[src/rtl/bsg_dmc_ui_arbiter_if.sv]
// bsg_dmc_ui_arbiter_if: requester-side and DMC app-side signals of the UI arbiter.
// slave is the arbiter's view, master is the surrounding environment's view.
interface bsg_dmc_ui_arbiter_if #(
  parameter int num_req_p = 4,
  parameter int ui_addr_width_p = 28,
  parameter int ui_data_width_p = 64
);
  localparam int mask_lp = ui_data_width_p / 8;
  logic [num_req_p-1:0] req_v_i, req_yumi_o, req_wdata_v_i, req_wdata_yumi_o, rd_v_o;
  logic [3*num_req_p-1:0] req_cmd_i;
  logic [ui_addr_width_p*num_req_p-1:0] req_addr_i;
  logic [ui_data_width_p*num_req_p-1:0] req_wdata_i;
  logic [mask_lp*num_req_p-1:0] req_wmask_i;
  logic [ui_data_width_p-1:0] rd_data_o, app_wdf_data_o, app_rd_data_i;
  logic [ui_addr_width_p-1:0] app_addr_o;
  logic [2:0] app_cmd_o;
  logic [mask_lp-1:0] app_wdf_mask_o;
  logic rd_end_o, app_en_o, app_rdy_i, app_wdf_wren_o, app_wdf_end_o, app_wdf_rdy_i;
  logic app_rd_data_valid_i, app_rd_data_end_i, tag_err_o;
  modport slave (
    input req_v_i, req_cmd_i, req_addr_i, req_wdata_v_i, req_wdata_i, req_wmask_i,
    input app_rdy_i, app_wdf_rdy_i, app_rd_data_valid_i, app_rd_data_i, app_rd_data_end_i,
    output req_yumi_o, req_wdata_yumi_o, rd_v_o, rd_data_o, rd_end_o,
    output app_addr_o, app_cmd_o, app_en_o, app_wdf_wren_o, app_wdf_data_o,
    output app_wdf_mask_o, app_wdf_end_o, tag_err_o
  );
  modport master (
    output req_v_i, req_cmd_i, req_addr_i, req_wdata_v_i, req_wdata_i, req_wmask_i,
    output app_rdy_i, app_wdf_rdy_i, app_rd_data_valid_i, app_rd_data_i, app_rd_data_end_i,
    input req_yumi_o, req_wdata_yumi_o, rd_v_o, rd_data_o, rd_end_o,
    input app_addr_o, app_cmd_o, app_en_o, app_wdf_wren_o, app_wdf_data_o,
    input app_wdf_mask_o, app_wdf_end_o, tag_err_o
  );
endinterface

[src/rtl/bsg_dmc_ui_arbiter.sv]
// bsg_dmc_ui_arbiter: round-robin sharing of one DMC app interface among requesters,
// with a tag FIFO routing in-order read bursts back to their owners.
module bsg_dmc_ui_arbiter #(
  parameter int num_req_p = 4,
  parameter int ui_addr_width_p = 28,
  parameter int ui_data_width_p = 64,
  parameter int burst_data_width_p = 256,
  parameter int tag_fifo_depth_p = 8
) (
  input logic ui_clk_i,
  input logic reset_i,
  bsg_dmc_ui_arbiter_if.slave ui
);
  localparam int mask_lp = ui_data_width_p / 8;
  localparam int beats_lp = burst_data_width_p / ui_data_width_p;
  localparam int idx_w = $clog2(num_req_p);
  localparam int cnt_w = beats_lp > 1 ? $clog2(beats_lp) : 1;
  localparam int ptr_w = tag_fifo_depth_p > 1 ? $clog2(tag_fifo_depth_p) : 1;
  localparam int fcnt_w = $clog2(tag_fifo_depth_p + 1);

  typedef enum logic [1:0] {IDLE, WDATA, CMD} state_e;
  state_e state_q, state_d;
  logic [idx_w-1:0] rr_q, rr_d, g_q, g_d, gnt_idx, head;
  logic [cnt_w-1:0] cnt_q, cnt_d;
  logic [ptr_w-1:0] wp_q, rp_q;
  logic [fcnt_w-1:0] fcnt_q;
  logic [idx_w-1:0] tag_q [tag_fifo_depth_p];
  logic [num_req_p-1:0] elig, g_oh, head_oh;
  logic rd_q, rd_d, gnt_v, err_q, full, empty, in_w, in_c, beat, last, push, pop;

  assign full = fcnt_q == fcnt_w'(tag_fifo_depth_p);
  assign empty = fcnt_q == '0;
  assign head = tag_q[rp_q];
  assign in_w = state_q == WDATA;
  assign in_c = state_q == CMD;
  assign g_oh = num_req_p'(1) << g_q;
  assign head_oh = num_req_p'(1) << head;
  assign beat = in_w && ui.req_wdata_v_i[g_q] && ui.app_wdf_rdy_i;
  assign last = cnt_q == cnt_w'(beats_lp - 1);
  assign push = in_c && ui.app_rdy_i && rd_q;
  assign pop = ui.app_rd_data_valid_i && ui.app_rd_data_end_i && !empty;
  assign ui.tag_err_o = err_q;

  // Grants happen only from IDLE, so no read grant is in flight when eligibility is evaluated
  for (genvar i = 0; i < num_req_p; i++) begin : g_elig
    assign elig[i] = ui.req_v_i[i] && !(ui.req_cmd_i[3*i] && full);
  end

  // Descending scan so the nearest eligible index after rr_q wins
  always_comb begin
    gnt_v = 1'b0;
    gnt_idx = '0;
    for (int k = num_req_p; k >= 1; k--)
      if (elig[(int'(rr_q) + k) % num_req_p]) begin
        gnt_v = 1'b1;
        gnt_idx = idx_w'((int'(rr_q) + k) % num_req_p);
      end
  end

  always_ff @(posedge ui_clk_i or posedge reset_i)
    if (reset_i) begin
      state_q <= IDLE;
      rr_q <= idx_w'(num_req_p - 1);
      g_q <= '0;
      rd_q <= 1'b0;
      cnt_q <= '0;
      wp_q <= '0;
      rp_q <= '0;
      fcnt_q <= '0;
      err_q <= 1'b0;
    end else begin
      state_q <= state_d;
      rr_q <= rr_d;
      g_q <= g_d;
      rd_q <= rd_d;
      cnt_q <= cnt_d;
      if (push) wp_q <= wp_q == ptr_w'(tag_fifo_depth_p - 1) ? '0 : wp_q + ptr_w'(1);
      if (pop) rp_q <= rp_q == ptr_w'(tag_fifo_depth_p - 1) ? '0 : rp_q + ptr_w'(1);
      fcnt_q <= fcnt_q + fcnt_w'(push) - fcnt_w'(pop);
      err_q <= err_q | (ui.app_rd_data_valid_i && empty);
    end

  always_ff @(posedge ui_clk_i)
    if (push) tag_q[wp_q] <= g_q;

  always_comb begin
    state_d = state_q;
    rr_d = rr_q;
    g_d = g_q;
    rd_d = rd_q;
    cnt_d = cnt_q;
    case (state_q)
      IDLE:
        if (gnt_v) begin
          g_d = gnt_idx;
          rr_d = gnt_idx;
          rd_d = ui.req_cmd_i[3*gnt_idx];
          state_d = rd_d ? CMD : WDATA;
        end
      WDATA:
        if (beat) begin
          cnt_d = last ? '0 : cnt_q + cnt_w'(1);
          state_d = last ? CMD : WDATA;
        end
      CMD: state_d = ui.app_rdy_i ? IDLE : CMD;
      default: state_d = IDLE;
    endcase
  end

  always_comb begin
    ui.app_en_o = in_c;
    ui.app_addr_o = in_c ? ui.req_addr_i[g_q*ui_addr_width_p +: ui_addr_width_p] : '0;
    ui.app_cmd_o = in_c ? ui.req_cmd_i[3*g_q +: 3] : '0;
    ui.req_yumi_o = in_c && ui.app_rdy_i ? g_oh : '0;
    ui.app_wdf_wren_o = in_w && ui.req_wdata_v_i[g_q];
    ui.app_wdf_data_o = in_w ? ui.req_wdata_i[g_q*ui_data_width_p +: ui_data_width_p] : '0;
    ui.app_wdf_mask_o = in_w ? ui.req_wmask_i[g_q*mask_lp +: mask_lp] : '0;
    ui.app_wdf_end_o = ui.app_wdf_wren_o && last;
    ui.req_wdata_yumi_o = beat ? g_oh : '0;
    ui.rd_v_o = ui.app_rd_data_valid_i && !empty ? head_oh : '0;
    ui.rd_data_o = ui.app_rd_data_i;
    ui.rd_end_o = ui.app_rd_data_valid_i && ui.app_rd_data_end_i;
  end
endmodule

[src/flat_wrapper.sv]
// flat-port wrapper written by rule: the top's interface ports become plain ports
module bsg_dmc_ui_arbiter_flat 
#(
  parameter int num_req_p = 4,
  parameter int ui_addr_width_p = 28,
  parameter int ui_data_width_p = 64,
  parameter int burst_data_width_p = 256,
  parameter int tag_fifo_depth_p = 8
)
  (ui_clk_i, reset_i, ui_req_v_i, ui_req_cmd_i, ui_req_addr_i, ui_req_wdata_v_i, ui_req_wdata_i, ui_req_wmask_i, ui_app_rdy_i, ui_app_wdf_rdy_i, ui_app_rd_data_valid_i, ui_app_rd_data_i, ui_app_rd_data_end_i, ui_req_yumi_o, ui_req_wdata_yumi_o, ui_rd_v_o, ui_rd_data_o, ui_rd_end_o, ui_app_addr_o, ui_app_cmd_o, ui_app_en_o, ui_app_wdf_wren_o, ui_app_wdf_data_o, ui_app_wdf_mask_o, ui_app_wdf_end_o, ui_tag_err_o);
  bsg_dmc_ui_arbiter_if #(.num_req_p(num_req_p), .ui_addr_width_p(ui_addr_width_p), .ui_data_width_p(ui_data_width_p)) ui_i ();
  input logic ui_clk_i;
  input logic reset_i;
  input wire logic [$bits(ui_i.req_v_i)-1:0] ui_req_v_i;
  input wire logic [$bits(ui_i.req_cmd_i)-1:0] ui_req_cmd_i;
  input wire logic [$bits(ui_i.req_addr_i)-1:0] ui_req_addr_i;
  input wire logic [$bits(ui_i.req_wdata_v_i)-1:0] ui_req_wdata_v_i;
  input wire logic [$bits(ui_i.req_wdata_i)-1:0] ui_req_wdata_i;
  input wire logic [$bits(ui_i.req_wmask_i)-1:0] ui_req_wmask_i;
  input wire logic [$bits(ui_i.app_rdy_i)-1:0] ui_app_rdy_i;
  input wire logic [$bits(ui_i.app_wdf_rdy_i)-1:0] ui_app_wdf_rdy_i;
  input wire logic [$bits(ui_i.app_rd_data_valid_i)-1:0] ui_app_rd_data_valid_i;
  input wire logic [$bits(ui_i.app_rd_data_i)-1:0] ui_app_rd_data_i;
  input wire logic [$bits(ui_i.app_rd_data_end_i)-1:0] ui_app_rd_data_end_i;
  output wire logic [$bits(ui_i.req_yumi_o)-1:0] ui_req_yumi_o;
  output wire logic [$bits(ui_i.req_wdata_yumi_o)-1:0] ui_req_wdata_yumi_o;
  output wire logic [$bits(ui_i.rd_v_o)-1:0] ui_rd_v_o;
  output wire logic [$bits(ui_i.rd_data_o)-1:0] ui_rd_data_o;
  output wire logic [$bits(ui_i.rd_end_o)-1:0] ui_rd_end_o;
  output wire logic [$bits(ui_i.app_addr_o)-1:0] ui_app_addr_o;
  output wire logic [$bits(ui_i.app_cmd_o)-1:0] ui_app_cmd_o;
  output wire logic [$bits(ui_i.app_en_o)-1:0] ui_app_en_o;
  output wire logic [$bits(ui_i.app_wdf_wren_o)-1:0] ui_app_wdf_wren_o;
  output wire logic [$bits(ui_i.app_wdf_data_o)-1:0] ui_app_wdf_data_o;
  output wire logic [$bits(ui_i.app_wdf_mask_o)-1:0] ui_app_wdf_mask_o;
  output wire logic [$bits(ui_i.app_wdf_end_o)-1:0] ui_app_wdf_end_o;
  output wire logic [$bits(ui_i.tag_err_o)-1:0] ui_tag_err_o;
  assign ui_i.req_v_i = ui_req_v_i;
  assign ui_i.req_cmd_i = ui_req_cmd_i;
  assign ui_i.req_addr_i = ui_req_addr_i;
  assign ui_i.req_wdata_v_i = ui_req_wdata_v_i;
  assign ui_i.req_wdata_i = ui_req_wdata_i;
  assign ui_i.req_wmask_i = ui_req_wmask_i;
  assign ui_i.app_rdy_i = ui_app_rdy_i;
  assign ui_i.app_wdf_rdy_i = ui_app_wdf_rdy_i;
  assign ui_i.app_rd_data_valid_i = ui_app_rd_data_valid_i;
  assign ui_i.app_rd_data_i = ui_app_rd_data_i;
  assign ui_i.app_rd_data_end_i = ui_app_rd_data_end_i;
  assign ui_req_yumi_o = ui_i.req_yumi_o;
  assign ui_req_wdata_yumi_o = ui_i.req_wdata_yumi_o;
  assign ui_rd_v_o = ui_i.rd_v_o;
  assign ui_rd_data_o = ui_i.rd_data_o;
  assign ui_rd_end_o = ui_i.rd_end_o;
  assign ui_app_addr_o = ui_i.app_addr_o;
  assign ui_app_cmd_o = ui_i.app_cmd_o;
  assign ui_app_en_o = ui_i.app_en_o;
  assign ui_app_wdf_wren_o = ui_i.app_wdf_wren_o;
  assign ui_app_wdf_data_o = ui_i.app_wdf_data_o;
  assign ui_app_wdf_mask_o = ui_i.app_wdf_mask_o;
  assign ui_app_wdf_end_o = ui_i.app_wdf_end_o;
  assign ui_tag_err_o = ui_i.tag_err_o;
  bsg_dmc_ui_arbiter #(.num_req_p(num_req_p), .ui_addr_width_p(ui_addr_width_p), .ui_data_width_p(ui_data_width_p), .burst_data_width_p(burst_data_width_p), .tag_fifo_depth_p(tag_fifo_depth_p)) u_core (.ui_clk_i(ui_clk_i), .reset_i(reset_i), .ui(ui_i));
endmodule
[config.mk]
export PLATFORM = sky130hd
export DESIGN_NAME = bsg_dmc_ui_arbiter_flat
export DESIGN_NICKNAME = d
export VERILOG_FILES = /design/src/rtl/bsg_dmc_ui_arbiter_if.sv /design/src/rtl/bsg_dmc_ui_arbiter.sv /design/src/flat_wrapper.sv
export SDC_FILE = /design/constraint.sdc
export NUM_CORES = 1
export LEC_CHECK = 0
export ABC_AREA = 1
export ABC_CLOCK_PERIOD_IN_PS = 4600
export BUFFER_PORTS_ARGS = -buffer_cell sky130_fd_sc_hd__buf_2
export CAP_MARGIN = 20
export CORE_AREA = 5 5 261 263
export CTS_CLUSTER_DIAMETER = 200
export DETAILED_ROUTE_END_ITERATION = 10
export DIE_AREA = 0 0 266 268
export PLACE_DENSITY_LB_ADDON = 0.1
export SLEW_MARGIN = 40
export SYNTH_ARGS = -nofsm -noshare
export SYNTH_HDL_FRONTEND = slang
export SYNTH_SLANG_ARGS = --single-unit
[constraint.sdc]
create_clock -name ui_clk_i -period 4.6 [get_ports ui_clk_i]
set_clock_uncertainty 0.2 [all_clocks]
set_input_delay 0.46 -clock ui_clk_i [delete_from_list [all_inputs] [get_ports ui_clk_i]]
set_output_delay 0.46 -clock ui_clk_i [all_outputs]
set_load 0.01 [all_outputs]
# Word level (Yosys, flattened, before mapping)
# Memory sizes are Yosys's and may differ from the RTL's.
# Cells that the tools add are included.
# totals
register_bits	20
mem_bits_rw	16
input_bits	490
output_inout_bits	184
elab_cells	120
memories	1
# op_classes
n_addsub	9
mul	3
magnitude_cmp	6
eq_ne	8
shift	6
muxes	42
bitwise	5
n_reduce_logical	31
# mem_list
memory	words	width	rd	rd_clocked_by_memory_dff	wr	line_no	text
u_core.tag_q	8	2	1	0	1	bsg_dmc_ui_arbiter.sv:27	logic [idx_w-1:0] tag_q [tag_fifo_depth_p];
# op_table
op	count
256-bit by 9-bit variable part select with 64-bit output	1
112-bit by 8-bit variable part select with 28-bit output	1
64-bit two-way mux	1
32-bit by 6-bit variable part select with 8-bit output	1
28-bit two-way mux	1
2-bit two-way mux	10
1-bit logical AND	17
3-bit by 4-bit < comparator with 1-bit output (second input constant)	4
1-bit two-way mux	16
4-bit two-way mux	3
12-bit by 5-bit variable part select with 3-bit output	1
1-bit binary-select mux with 2-bit select	5
3-bit two-way mux	3
2-bit by 2-bit multiplier with 4-bit output (first input constant)	2
8-bit two-way mux	1
2-bit OR reduction	4
1-bit by 2-bit << shifter with 4-bit output (first input constant)	2
2-bit by 1-bit adder with 2-bit output (second input constant)	3
3-bit by 1-bit adder with 3-bit output (second input constant)	2
3-bit equality test (second input constant)	2
2-bit case mux with 3 select lines	1
2-bit AND reduction	3
1-bit logical NOT	5
4-bit by 5-bit < comparator with 1-bit output (second input constant)	1
other kinds (15)	20

# Depth between registers and ports, before layout
# logic_depth
depth_word	17
ltp_mapped	18
ltp_nobuf	18

# Least setup slack after synthesis
# No wires, ideal clock.
# synth_timing
kind	flip-flop to output port
start	reg u_core.g_q[0]
end	out ui_app_addr_o[10]
arrival_time_ps	1605
t_required_ps	3940
path_slack_ps	2335
stages_incl_launch_ff	7
path_buffers	3
cell_sequence	dfrtp_1 buf_2 nor2_2 buf_2 clkbuf_1 a22oi_1 a31oi_1
# synth_between
elab_chain_len	3
# synth_lines
item	line_no	text
start: declaration	bsg_dmc_ui_arbiter.sv:23	logic [idx_w-1:0] rr_q, rr_d, g_q, g_d, gnt_idx, head;
start signal: assignment	bsg_dmc_ui_arbiter.sv:74	g_q <= g_d;
2-bit by 3-bit multiplier with 5-bit output	bsg_dmc_ui_arbiter.sv:112	ui.app_addr_o = in_c ? ui.req_addr_i[g_q*ui_addr_width_p +: ui_addr_width_p] : '0;
112-bit by 8-bit variable part select with 28-bit output	bsg_dmc_ui_arbiter.sv:112	
28-bit two-way mux	bsg_dmc_ui_arbiter.sv:112	
end: declaration	flat_wrapper.sv:30	output wire logic [$bits(ui_i.app_addr_o)-1:0] ui_app_addr_o;
# Every way passes these cells.

# Worst setup path after layout
# layout_timing
start	reg u_core.g_q[1]
end	out ui_app_addr_o[26]
# Same word-level chain as after synthesis.

==> impl_results.md <==
* Final-report setup violation count at 0
* Total Routed Length at 43400 um
* Startpoint kind of the worst setup timing path: flop
* Level count of the clock H-tree at 2
* Total Neg Setup Slack at 0 ns
* Clk pwr share at under 10%
* Dpl hpwl at 35500 um
* Row count at 94
* Maximum number of pins on one net before global-route repair at between 60 and 70
* Worst-case vdd ir drop at 0.228 mV
* Number of flops mapped to enable cells by yosys at 16
* Net Switching at slightly below 3 mW
* Most common cell after layout, fill and taps aside: sky130_fd_sc_hd__buf_2
* Synth top area share at around 15%
* Vias per Instance at approximately 3.7
* Die Outline Area at about 0.071 sq mm
* Path class of the lowest-slack min-delay path: in -> async
* Async S/R FF share, synth at between 50% and 60%
* Weighted congestion at the end of routability-driven global placement at around 0.92
* Logic depth of the worst register-to-register path at 9
* Worst Path Class, Setup: reg -> out
* Commonest cells after routing, fill and taps aside: sky130_fd_sc_hd__buf_2 (545), sky130_fd_sc_hd__nand2_1 (165), sky130_fd_sc_hd__nand3_1 (129)
* Failing checks: negative hold slack
* Detailed-route via count at ~8000
* Post-CTS repair timing setup buffer count at 0
* Count of boundary I/O pins at approximately 670
* Critical path peak fanout at 56
* Area Growth Syn to Fin at 65.8%
* Reg2reg start: u_core.g_q[1]
* Data required time at the worst endpoint at just under 4 ns
* Worst-case hold slack at -0.00534 ns
* Setup slack of the critical path after layout at 1.01 ns
* Share of cells above drive strength 1 at between 40% and 50%
* Antenna violation net count after detailed routing at 0
* Post-Synthesis Net Count at roughly 1300
* Post-cts repair resize count at 0
* Initial antenna violation count at 9
* CTS root buf: sky130_fd_sc_hd__clkbuf_16
* Status: finished with violations
* Chip Width at between 200 and 300 um
* Final global-route overflow total at 0
* Proportion of power drawn by flip-flops and latches at 13.6%
* Routed len/inst at around 20 um
* Worst r2r dst: u_core.cnt_q[0]
* Max Clock Freq at between 200 and 300 MHz
* Worst rel slew slack at 46.6%
* Die Height at about 270 um
* Core outline area at 0.0654 sq mm
* Portion of the post-synthesis area used by sequential elements at a little under a fifth
* Global-route wire length before repair at roughly 60000 um
* Internal Pwr Total at ~2 mW
* Cells taking the most area after synthesis: sky130_fd_sc_hd__a22oi_1 (15%), sky130_fd_sc_hd__nand3_1 (13%), sky130_fd_sc_hd__a31oi_1 (12%), sky130_fd_sc_hd__nand2_1 (12%), sky130_fd_sc_hd__buf_4 (9.3%)
* Setup repair after global routing missed its margin: false
* DRC violation count after routing at 0
* Clock latency of the later-clocked register in the worst-skew pair at about 0.28 ns
* Total GRT Usage at ~11%
* Capturing instance or port of the critical path: ui_app_addr_o[26]
* Type of destination of the critical path: primary output
* Post-Place Cell Area at ~0.0084 sq mm
* Slew Viols, Final at 0
* Post-layout instance area at 0.00855 sq mm
* Combinational power share at 79.4%
* Dominant synthesized flop cell: sky130_fd_sc_hd__dfrtp_1
* Drt pass-1 iters at 5
* Slew at the pin closest to its max-slew limit at 0.801 ns
* Number of global-route vias before repair at between 8000 and 9000
* Fin crit share at between 70% and 80%
* Initial Util at under 10%
* Number of nets in the layout at 1740
* Port-buffer cells at between 500 and 600
* Buffers from clock root to sink, at most at 2
* Pre-CTS setup slack at 1.16 ns
* Distinct cells, synth at 33
* FILL cells at ~7800
* R2r setup slk at 1.66 ns
* Max-capacitance violation count at 0
* Number of buffers added by the clock tree synthesis step at 5
* Number of hold violations in the final report at 6
* Synthesis-stage register bit count at 36
* Pwr/cell area at 580 mW/mm^2
* TritonCTS clock tree: done
* Switching power as a share of total power at between 50 and 60%
* Post-synthesis instance total at 804
* Number of synthesis warnings at 0
* Post-synthesis instance area at 0.00516 sq mm
* Clock slew at reported path FFs at 0.06 ns
* Cell type with the highest aggregate area in the netlist: sky130_fd_sc_hd__a22oi_1
* Clock tree sinks at 36
* Overall power at between 4 and 5 mW
* Count of hold buffers inserted by post-cts repair at 0
* Initial detailed-routing violation count at between 400 and 500
* Final critical delay including setup and external delays at around 3.6 ns
* Timing startpoint of the critical path: u_core.g_q[1]
* Standby leakage power at around 3.9 nW
* Post-synthesis average cell area at around 6.4 sq um
* Worst Path Arrival at about 2.9 ns
registers in the layout, summed over array words and instances, names as in the netlist:
register and cells:
u_core.cnt_q 2, u_core.tag_q 16, u_core.state_q 2, u_core.rd_q 1
u_core.fcnt_q 4, u_core.rp_q 3, u_core.ui.tag_err_o 1, u_core.g_q 2
u_core.wp_q 3, u_core.rr_q 2
synthesized netlist by cell type, drive strengths merged (2+ instances only):
cell	n
edfxtp	16
o21ai	22
o22ai	5
dfstp	2
nor2	34
a31oi	103
nand3	129
dfrtp	18
clkbuf	46
xnor2	2
ha	11
a22oi	103
a21oi	2
nand2	169
clkinv	2
nor3	4
buf	88
inv	42
final cells by class:
class / count / area (sq um) / share of cell area [%]
Antenna cell: 6 / 15.0 / 0.176
Tap cell: 864 / 1080 / 12.6
Clock inverter: 1 / 3.75 / 0.0439
Inverter: 44 / 170 / 1.99
Sequential cell: 36 / 991 / 11.6
Clock buffer: 7 / 143 / 1.67
Timing Repair Buffer: 561 / 2890 / 33.7
Multi-Input combinational cell: 590 / 3260 / 38.2
worst min path at each step:
stage / startpoint / end / slack, ns
5_1_grt: reset_i / u_core.ui.tag_err_o / 0.04
3_5_place_dp: u_core.ui.tag_err_o / u_core.ui.tag_err_o / 0.26
3_3_place_gp: u_core.ui.tag_err_o / u_core.ui.tag_err_o / 0.26
4_1_cts: reset_i / u_core.fcnt_q[2] / 0.03
6_report: reset_i / u_core.ui.tag_err_o / -0.005
2_1_floorplan: reset_i / u_core.cnt_q[0] / 0.22
power groups by stage:
| stage | sequential [mW] | clock (mW) | combinational (mW) |
|---|---|---|---|
| 2_1_floorplan | 0.512 | 0 | 2.43 |
| 5_1_grt | 0.701 | 0.373 | 4.37 |
| 6_report | 0.674 | 0.346 | 3.94 |
| 3_5_place_dp | 0.695 | 0 | 4.05 |
| 4_1_cts | 0.690 | 0.355 | 4.06 |
| 3_3_place_gp | 0.699 | 0 | 4.09 |
routing by layer:
layer / global-route usage (%) / part of all wire [%]
met1: 13.7 / 40
met3: 2.07 / 6.0
met4: 3.58 / 3.2
met2: 19.3 / 51
met5: 0 / 0.025
logic make-up (layout without fill, tap and decap cells):
| logic type | count (synthesis) | in the layout | synth area share (%) |
|---|---|---|---|
| xor gates and xnor gates | 3 | 3 | 0.509 |
| buffers and inverters | 178 | 613 | 18.2 |
| DFF | 36 | 36 | 19.1 |
| adders and majority gates | 12 | 12 | 3.06 |
| and+or+nand+nor | 337 | 337 | 28.2 |
| other | 0 | 6 | 0 |
| AOI/OAI and AO/OA | 238 | 238 | 31.0 |
critical path: stages, from the launching register on:
cell,delay [ns]
sky130_fd_sc_hd__dfrtp_4,0.88
sky130_fd_sc_hd__inv_1,0.19
sky130_fd_sc_hd__nor2_4,0.56
sky130_fd_sc_hd__buf_4,0.48
sky130_fd_sc_hd__nand2_1,0.11
sky130_fd_sc_hd__a31oi_1,0.23
sky130_fd_sc_hd__buf_2,0.17
per-stage QoR:
step	utilization (%)	cells	hold WS, ns
after floorplan	-	804	0.222
after global placement	12.8	2095	0.262
after detailed placement	12.8	2095	0.256
after CTS	13.1	2103	0.0324
after global routing	13.1	2107	0.0426
final	13.1	2109	-0.00534
(Power assumes the default switching activity.)
